==> src/rtl/pos_input_ring_node_ext.sv <==
// Purpose : ring node that forwards offset packets, copies the remotely consumed share of
//           a packet's lifetime to a remote FPGA, and injects queued remote packets into free ring slots.
// Latency : 1 cycle for every output except o_node_empty, which is combinational from the FIFO count.
// Backpres: remote egress back-pressure leaves the ring packet unchanged so a downstream node can retry;
//           remote ingress is acked only when the FIFO is not full at the start of the cycle.
//
// Ports:
//   clk, rst                                   clock, async active-low reset
//   i_source_*                                 ring packet from the previous node (valid when lifetime != 0)
//   i_remote_*                                 packet arriving from the remote FPGA
//   i_remote_buffer_back_pressure              remote egress cannot accept
//   o_*_to_ring                                ring packet to the next node
//   o_*_to_remote                              packet copy to the remote FPGA
//   o_remote_ack                               one-cycle pulse per accepted remote packet
//   o_node_empty                               remote-ingress FIFO empty
module pos_input_ring_node_ext #(
    parameter int OFFSET_PKT_STRUCT_WIDTH = 79,
    parameter int GLOBAL_CELL_ID_WIDTH    = 3,
    parameter int NB_CELL_COUNT_WIDTH     = 5,
    parameter int RFIFO_DEPTH             = 4
) (
    input  logic                                clk,
    input  logic                                rst,
    input  logic [OFFSET_PKT_STRUCT_WIDTH-1:0]  i_source_offset_pkt,
    input  logic [3*GLOBAL_CELL_ID_WIDTH-1:0]   i_source_gcid,
    input  logic [NB_CELL_COUNT_WIDTH-1:0]      i_source_lifetime,
    input  logic [NB_CELL_COUNT_WIDTH-1:0]      i_source_lifetime_split_remote,
    input  logic [OFFSET_PKT_STRUCT_WIDTH-1:0]  i_remote_offset_pkt,
    input  logic [3*GLOBAL_CELL_ID_WIDTH-1:0]   i_remote_gcid,
    input  logic                                i_remote_valid,
    input  logic [NB_CELL_COUNT_WIDTH-1:0]      i_remote_lifetime,
    input  logic                                i_remote_buffer_back_pressure,
    output logic [OFFSET_PKT_STRUCT_WIDTH-1:0]  o_offset_pkt_to_ring,
    output logic [3*GLOBAL_CELL_ID_WIDTH-1:0]   o_gcid_to_ring,
    output logic [NB_CELL_COUNT_WIDTH-1:0]      o_lifetime_to_ring,
    output logic [NB_CELL_COUNT_WIDTH-1:0]      o_lifetime_split_remote_to_ring,
    output logic [OFFSET_PKT_STRUCT_WIDTH-1:0]  o_offset_pkt_to_remote,
    output logic [3*GLOBAL_CELL_ID_WIDTH-1:0]   o_gcid_to_remote,
    output logic                                o_offset_pkt_to_remote_valid,
    output logic [NB_CELL_COUNT_WIDTH-1:0]      o_lifetime_to_remote,
    output logic                                o_remote_ack,
    output logic                                o_node_empty
);

    localparam int PW = OFFSET_PKT_STRUCT_WIDTH;
    localparam int GW = 3 * GLOBAL_CELL_ID_WIDTH;
    localparam int LW = NB_CELL_COUNT_WIDTH;
    localparam int AW = (RFIFO_DEPTH > 1) ? $clog2(RFIFO_DEPTH) : 1;
    localparam int CW = $clog2(RFIFO_DEPTH + 1);

    typedef struct packed {
        logic [PW-1:0] pkt;
        logic [GW-1:0] gcid;
        logic [LW-1:0] lt;
    } entry_t;

    // ---------------- remote-ingress FIFO ----------------
    entry_t          mem_q [RFIFO_DEPTH];
    logic [AW-1:0]   wr_ptr_q, wr_ptr_d;
    logic [AW-1:0]   rd_ptr_q, rd_ptr_d;
    logic [CW-1:0]   cnt_q, cnt_d;
    logic            fifo_full, fifo_empty;
    logic            accept, push, pop;
    entry_t          head;

    assign fifo_full  = (cnt_q == CW'(RFIFO_DEPTH));
    assign fifo_empty = (cnt_q == '0);
    assign head       = mem_q[rd_ptr_q];

    // Fullness is judged on the registered count, so a pop in the same cycle never frees a slot for accept.
    assign accept = i_remote_valid && !fifo_full;
    // Zero-lifetime packets are acked but never stored.
    assign push   = accept && (i_remote_lifetime != '0);

    // ---------------- source split / slot arbitration ----------------
    logic [LW-1:0]   split_c;
    logic            src_vld, to_remote, slot_free;
    logic [LW-1:0]   ring_lt_after;

    logic [PW-1:0]   ring_pkt_q, ring_pkt_d;
    logic [GW-1:0]   ring_gcid_q, ring_gcid_d;
    logic [LW-1:0]   ring_lt_q, ring_lt_d;
    logic [LW-1:0]   ring_split_q, ring_split_d;
    logic [PW-1:0]   rem_pkt_q, rem_pkt_d;
    logic [GW-1:0]   rem_gcid_q, rem_gcid_d;
    logic            rem_vld_q, rem_vld_d;
    logic [LW-1:0]   rem_lt_q, rem_lt_d;
    logic            ack_q;

    always_comb begin
        src_vld       = (i_source_lifetime != '0);
        // Clamp so the ring lifetime can never underflow.
        split_c       = (i_source_lifetime_split_remote > i_source_lifetime) ?
                        i_source_lifetime : i_source_lifetime_split_remote;
        to_remote     = src_vld && (split_c != '0) && !i_remote_buffer_back_pressure;
        ring_lt_after = i_source_lifetime - split_c;

        // Default: ring passes the source through unchanged (covers split=0 and back-pressure).
        ring_pkt_d   = i_source_offset_pkt;
        ring_gcid_d  = i_source_gcid;
        ring_lt_d    = i_source_lifetime;
        ring_split_d = i_source_lifetime_split_remote;
        rem_pkt_d    = '0;
        rem_gcid_d   = '0;
        rem_vld_d    = 1'b0;
        rem_lt_d     = '0;
        pop          = 1'b0;

        if (to_remote) begin
            rem_pkt_d    = i_source_offset_pkt;
            rem_gcid_d   = i_source_gcid;
            rem_vld_d    = 1'b1;
            rem_lt_d     = split_c;
            ring_lt_d    = ring_lt_after;
            ring_split_d = '0;
        end

        slot_free = !src_vld || (to_remote && (ring_lt_after == '0));

        if (slot_free) begin
            if (!fifo_empty) begin
                pop          = 1'b1;
                ring_pkt_d   = head.pkt;
                ring_gcid_d  = head.gcid;
                ring_lt_d    = head.lt;
                ring_split_d = '0;
            end else begin
                ring_pkt_d   = '0;
                ring_gcid_d  = '0;
                ring_lt_d    = '0;
                ring_split_d = '0;
            end
        end
    end

    always_comb begin
        wr_ptr_d = wr_ptr_q;
        rd_ptr_d = rd_ptr_q;
        cnt_d    = cnt_q;
        if (push) begin
            wr_ptr_d = (wr_ptr_q == AW'(RFIFO_DEPTH - 1)) ? '0 : wr_ptr_q + AW'(1);
        end
        if (pop) begin
            rd_ptr_d = (rd_ptr_q == AW'(RFIFO_DEPTH - 1)) ? '0 : rd_ptr_q + AW'(1);
        end
        if (push && !pop) begin
            cnt_d = cnt_q + CW'(1);
        end else if (pop && !push) begin
            cnt_d = cnt_q - CW'(1);
        end
    end

    // Storage needs no reset: the pointers/count define which entries are live.
    always_ff @(posedge clk) begin
        if (push) begin
            mem_q[wr_ptr_q] <= '{pkt: i_remote_offset_pkt, gcid: i_remote_gcid, lt: i_remote_lifetime};
        end
    end

    always_ff @(posedge clk or negedge rst) begin
        if (!rst) begin
            wr_ptr_q     <= '0;
            rd_ptr_q     <= '0;
            cnt_q        <= '0;
            ring_pkt_q   <= '0;
            ring_gcid_q  <= '0;
            ring_lt_q    <= '0;
            ring_split_q <= '0;
            rem_pkt_q    <= '0;
            rem_gcid_q   <= '0;
            rem_vld_q    <= 1'b0;
            rem_lt_q     <= '0;
            ack_q        <= 1'b0;
        end else begin
            wr_ptr_q     <= wr_ptr_d;
            rd_ptr_q     <= rd_ptr_d;
            cnt_q        <= cnt_d;
            ring_pkt_q   <= ring_pkt_d;
            ring_gcid_q  <= ring_gcid_d;
            ring_lt_q    <= ring_lt_d;
            ring_split_q <= ring_split_d;
            rem_pkt_q    <= rem_pkt_d;
            rem_gcid_q   <= rem_gcid_d;
            rem_vld_q    <= rem_vld_d;
            rem_lt_q     <= rem_lt_d;
            ack_q        <= accept;
        end
    end

    assign o_offset_pkt_to_ring            = ring_pkt_q;
    assign o_gcid_to_ring                  = ring_gcid_q;
    assign o_lifetime_to_ring              = ring_lt_q;
    assign o_lifetime_split_remote_to_ring = ring_split_q;
    assign o_offset_pkt_to_remote          = rem_pkt_q;
    assign o_gcid_to_remote                = rem_gcid_q;
    assign o_offset_pkt_to_remote_valid    = rem_vld_q;
    assign o_lifetime_to_remote            = rem_lt_q;
    assign o_remote_ack                    = ack_q;
    assign o_node_empty                    = fifo_empty;

endmodule

==> config.mk <==
export PLATFORM = sky130hd
export DESIGN_NAME = pos_input_ring_node_ext
export DESIGN_NICKNAME = d
export VERILOG_FILES = /design/src/rtl/pos_input_ring_node_ext.sv
export SDC_FILE = /design/constraint.sdc
export NUM_CORES = 1
export LEC_CHECK = 0
export ABC_AREA = 1
export BUFFER_PORTS_ARGS = -buffer_cell sky130_fd_sc_hd__buf_2
export CORE_ASPECT_RATIO = 1.75
export CORE_UTILIZATION = 45
export DETAILED_ROUTE_END_ITERATION = 8
export PLACE_DENSITY_LB_ADDON = 0.1
export SLEW_MARGIN = 20
export SYNTH_ARGS = -nofsm -noshare
export SYNTH_HDL_FRONTEND = slang
export SYNTH_SLANG_ARGS = --single-unit
==> constraint.sdc <==
create_clock -name clk -period 4.85 [get_ports clk]
set_input_delay 0.97 -clock clk [delete_from_list [all_inputs] [get_ports clk]]
set_output_delay 0.97 -clock clk [all_outputs]
set_load 0.01 [all_outputs]
# Word-level counts from Yosys, hierarchy flattened
# Memory sizes are Yosys's and may differ from the RTL's.
# Index checks and enable logic that the tools add are counted.
# word_totals
ff_bits,200
ramBits,372
input_bits,195
out_inout_bits,194
memories,1
# classes
add_sub_neg,5
order_cmp,1
n_eq_ne,3
muxes,22
n_reduce_logical,19
# memory_table
memory,depth,word_bits,read_ports,rd_ports_with_merged_regs,write_ports,line,rtl
mem_q,4,93,1,0,1,58,entry_t mem_q [RFIFO_DEPTH];
# ops
cell,count
$mux 79,3
$mux 5,7
$mux 9,3
$reduce_bool 5->1,3
$logic_and 1x1->1,7
$mux 3,2
$gt 5x5->1,1
$logic_not 1->1,5
$logic_not 5->1,1
$mux 1,5
$sub 5x5->5,1
$add 2x1->2 const B,2
$eq 2x2->1 const B,2
$mux 2,2
$add 3x1->3 const B,1
$eq 3x3->1 const B,1
$logic_not 3->1,1
$sub 3x1->3 const B,1
$reduce_bool 2->1,1
$logic_or 1x1->1,1

# Logic depth before layout (Yosys ltp)
# depth
depth_word,11
depth_mapped,28
depth_no_buf,27

# Worst setup path before layout
# Ideal clock, no wire load.
# synth_timing
kind,input to register
start,input i_remote_valid
end,memory mem_q[0][0] (netlist bit) (enable)
arrival_time_ns,5.195
setup_slack_ns,-0.891
cell_stages,3
path_cell_list,a21boi_0 > nand2_1 > nor2_1
# synth_via
elab_chain_cells,4
# synth_lines
item,line,rtl
from (decl),30,"input logic i_remote_valid,"
$logic_and 1x1->1,71,assign accept = i_remote_valid && !fifo_full;
$logic_and 1x1->1,73,assign push = accept && (i_remote_lifetime != '0);
$mux 1,155,if (push) begin
$mux 1 (not written as such),156,"mem_q[wr_ptr_q] <= '{pkt: i_remote_offset_pkt, gcid: i_remote_gcid, lt: i_remote_lifetime};"
to (decl),58,
# No other way between the ends.

# Worst setup path in the final report
# layout_timing
start,input i_source_lifetime[1]
end,register cnt_q[1]
# layout_via
elab_chain_cells,11
word_cells_on_any_way,17
cone_classes,add/sub: 1; order compare: 1; mux: 3; reduce/logical: 12
# layout_lines
item,line,rtl
from (decl),26,"input logic [NB_CELL_COUNT_WIDTH-1:0] i_source_lifetime,"
"parallel branches: the longest is 6 deep, another holds $gt 5x5->1",n/a,
$logic_or 1x1->1 *,118,slot_free = !src_vld || (to_remote && (ring_lt_after == '0));
$mux 1 *,120,if (slot_free) begin
$logic_not 1->1 *,146,if (push && !pop) begin
$logic_and 1x1->1 *,146,
$mux 3 *,146,
net cnt_d[1],61,"logic [CW-1:0] cnt_q, cnt_d;"
to (signal assigned),177,cnt_q <= cnt_d;
to (decl),61,
# Mark *: on every way through the listed nets, which the timed path passes.
# A chain may end at the register's enable or synchronous reset.

==> impl_metrics.toml <==
[sta]
drv_slew = 0
clock_skew_ns = 0.02048
period_needed_ns = 4.054
min_period_over_period_pct = 83.60
timing_hold_violations_final = 0
relSlewSlack_pct = 25.85
setup_tns_ns = 0
worst_slew_pin_slew_ns = 1.112
setup_viol = 0
max_freq_mhz = 246.6
rsz0062_at_grt = "no"

[logic_synthesis]
syn_inst = 1744
synth_cell_type_count = 33
ys_ff_latch = 572
yosys-top-cells-count = "nand2_1 (411), edfxtp_1 (372), dfrtp_1 (200)"
synth-main-ff-cell = "edfxtp_1"
yosysMostFrequentCell = "nand2_1"
syn-num-nets = 1956
synth_area_leader_cell = "edfxtp_1"
synth_top_area_share_pct = 51.08
netlist_top_cells_area = "edfxtp_1 (51%), dfrtp_1 (23%), nand2_1 (7.1%), a21oi_1 (4.3%), a211oi_1 (3.1%)"
yosysWarnings = 0
synth_edf_count = 372
syn-cell-area_um2 = 21870
avgSynthCellArea_um2 = 12.54
ys_seq_area_share_pct = 73.96
synthArstFlopShare_pct = 34.97

[floorplanning]
die-area_um2 = 49520
rows = 106
core_um2 = 47880
ios = 389
die_w_um = 168.7
start_util_pct = 45.68
die_y_um = 293.6

[layout]
finalNonFillerCells = 2805
finalInstanceArea_um2 = 26140
num-fill-cells = 4103
drive_above_1_share_pct = 25.80
area_growth_pct = 19.52
nNetsFinal = 2319
final_core_util_pct = 54.60

[setup_path]
critPathKind = "in -> reg"
path_buf_inv = 4
cp_cell_sequence = "buf_2 -> inv_1 -> ha_1 -> nand2_1 -> nor2_4 -> nand2_2 -> nand3_4 -> nand2_4 -> nand2_2 -> nand2_1 -> ha_1 -> fa_1 -> inv_1 -> nor3_1 -> nand2_1 -> nor2_1 -> nand3_2 -> nand2_8 -> nand2_1 -> ha_1 -> inv_1 -> fa_1 -> mux2_2"
cp_max_fo = 6
cp-end-kind = "register"
critical_path.startpoint_type = "input pin"
cp-startpoint = "i_source_lifetime[1]"
endpoint = "cnt_q[1]"
cpMostUsedCell = "nand2_1"
slowest_delay_ns = 0.50
timing.rr.start = "cnt_q[0]"
critical_path.slowest_cell = "fa_1"
critPathArrivalTime_ns = 4.52
r2r_setup_slack_ns = 2.10
required_ns = 5.31
r2r-end = "cnt_q[2]"
cp_top_family = "adder cells"
reg2reg_depth = 9
cp.depth = 23

[clocking]
clock_latency_ns = 0.58
cts_resized = 0
cts_tree = "done"
numClockSinks = 572
cts_buffer_depth = 3
cts_buffers = 52
htree_levels = 2
clk_pin_slew_ns = 0.06
cts_setup_buffers = 0
clock-root-buffer = "clkbuf_16"
ctsHoldBuffers = 0

[place]
placed_cell_area_um2 = 24440
gp_congestion = 0.8310
dpl.hpwl_um = 31460
place_inst = 2701
port_buffers = 388

[detailed_routing]
wl_per_cell_um = 18.11
routed_wl_um = 50810
drtAntennaViolNets = 0
first_pass_iters = 5
via_per_inst = 5.020
dr_total_vias = 14080
drc = 0
drt_first_iter_violations = 698

[global_route]
grt.overflow.total = 0
grt_pass1_vias = 14250
antenna_found_initial = 14
grt_use_total_pct = 20.57
grt_max_degree = 117
grt_pass1_wl_um = 77830

[power_and_ir_drop]
power_mw = 13.73
peakVddDrop_uv = 443.4
leakagePower_nw = 10.89
power.density_nw_per_um2 = 525.1

[status]
status = "finished clean"

[worst_hold_path]
hp-class = "in -> async"

[run]
drv_cap = 0
-- area by class of cell --
type / instances / area [um2] / share of cell area (%)
Antenna cell: 6 / 15.01 / 0.05744
Clock inverter: 26 / 235.2 / 0.8999
Inverter: 123 / 466.7 / 1.785
Clock buffer: 72 / 1448 / 5.538
Multi-Input combinational cell: 947 / 4771 / 18.25
Timing Repair Buffer: 411 / 2211 / 8.458
Sequential cell: 572 / 16180 / 61.91
Tap cell: 648 / 810.8 / 3.102
-- state kept, by name, summed over array words and instances, names as in the netlist --
| signal | count |
|---|---|
| wr_ptr_q | 2 |
| o_remote_ack | 1 |
| cnt_q | 3 |
| o_gcid_to_remote | 9 |
| o_offset_pkt_to_remote | 79 |
| o_offset_pkt_to_remote_valid | 1 |
| o_gcid_to_ring | 9 |
| o_lifetime_to_ring | 5 |
| o_lifetime_split_remote_to_ring | 5 |
| mem_q | 372 |
| o_lifetime_to_remote | 5 |
| o_offset_pkt_to_ring | 79 |
| rd_ptr_q | 2 |
-- where the power goes --
| group | internal [mW] | switching [mW] | total (mW) |
|---|---|---|---|
| Clock | 2.30 | 1.73 | 4.03 |
| Combinational | 1.05 | 2.30 | 3.35 |
| Sequential | 6.04 | 0.303 | 6.34 |
| Total | 9.39 | 4.33 | 13.7 |
-- worst min path at each step --
stage / cells after the start / slack, ns / to / from
after floorplan: 1 / 0.46 / cnt_q[2] / cnt_q[2]
after global placement: 1 / 0.50 / cnt_q[2] / cnt_q[2]
after detailed placement: 1 / 0.50 / cnt_q[2] / cnt_q[2]
after CTS: 1 / 0.47 / o_offset_pkt_to_remote[48] / rst
after global routing: 1 / 0.51 / o_offset_pkt_to_ring[46] / rst
final: 1 / 0.46 / o_offset_pkt_to_ring[48] / rst
-- metal layers --
metal	track usage (%)	routed length [um]
met5	0	88
met2	37.61	27080
met1	23.13	19540
met3	4.102	2362
met4	8.692	1744
-- cells in the final DEF (no fill, tap or decap), types with 43 or more instances in the layout --
cell	count
inv_1	121
nor2_1	98
dfrtp_1	198
a21oi_1	186
clkbuf_16	53
buf_2	387
edfxtp_1	372
o21ai_1	43
nand2_1	411
a211oi_1	89
-- per-stage QoR --
step	worst slack [ns]	hold slack [ns]
after floorplan	-0.8908	0.4636
after CTS	0.8048	0.4697
after global routing	0.5118	0.5056
after global placement	0.2501	0.4995
final	0.7955	0.4599
after detailed placement	0.1864	0.5031
-- kinds of logic (layout without fill, tap and decap cells) --
group / after synthesis / in the layout / synth area share (%)
fa+ha+maj: 17 / 17 / 1.041
mux: 1 / 1 / 0.05148
compound gates: 379 / 379 / 10.48
buf+inv: 225 / 632 / 4.451
simple gates: 546 / 546 / 9.857
flops: 572 / 572 / 73.96
other cells: 0 / 6 / 0
xor+xnor: 4 / 4 / 0.1602
Note: power is estimated with default switching activity, not from simulation.
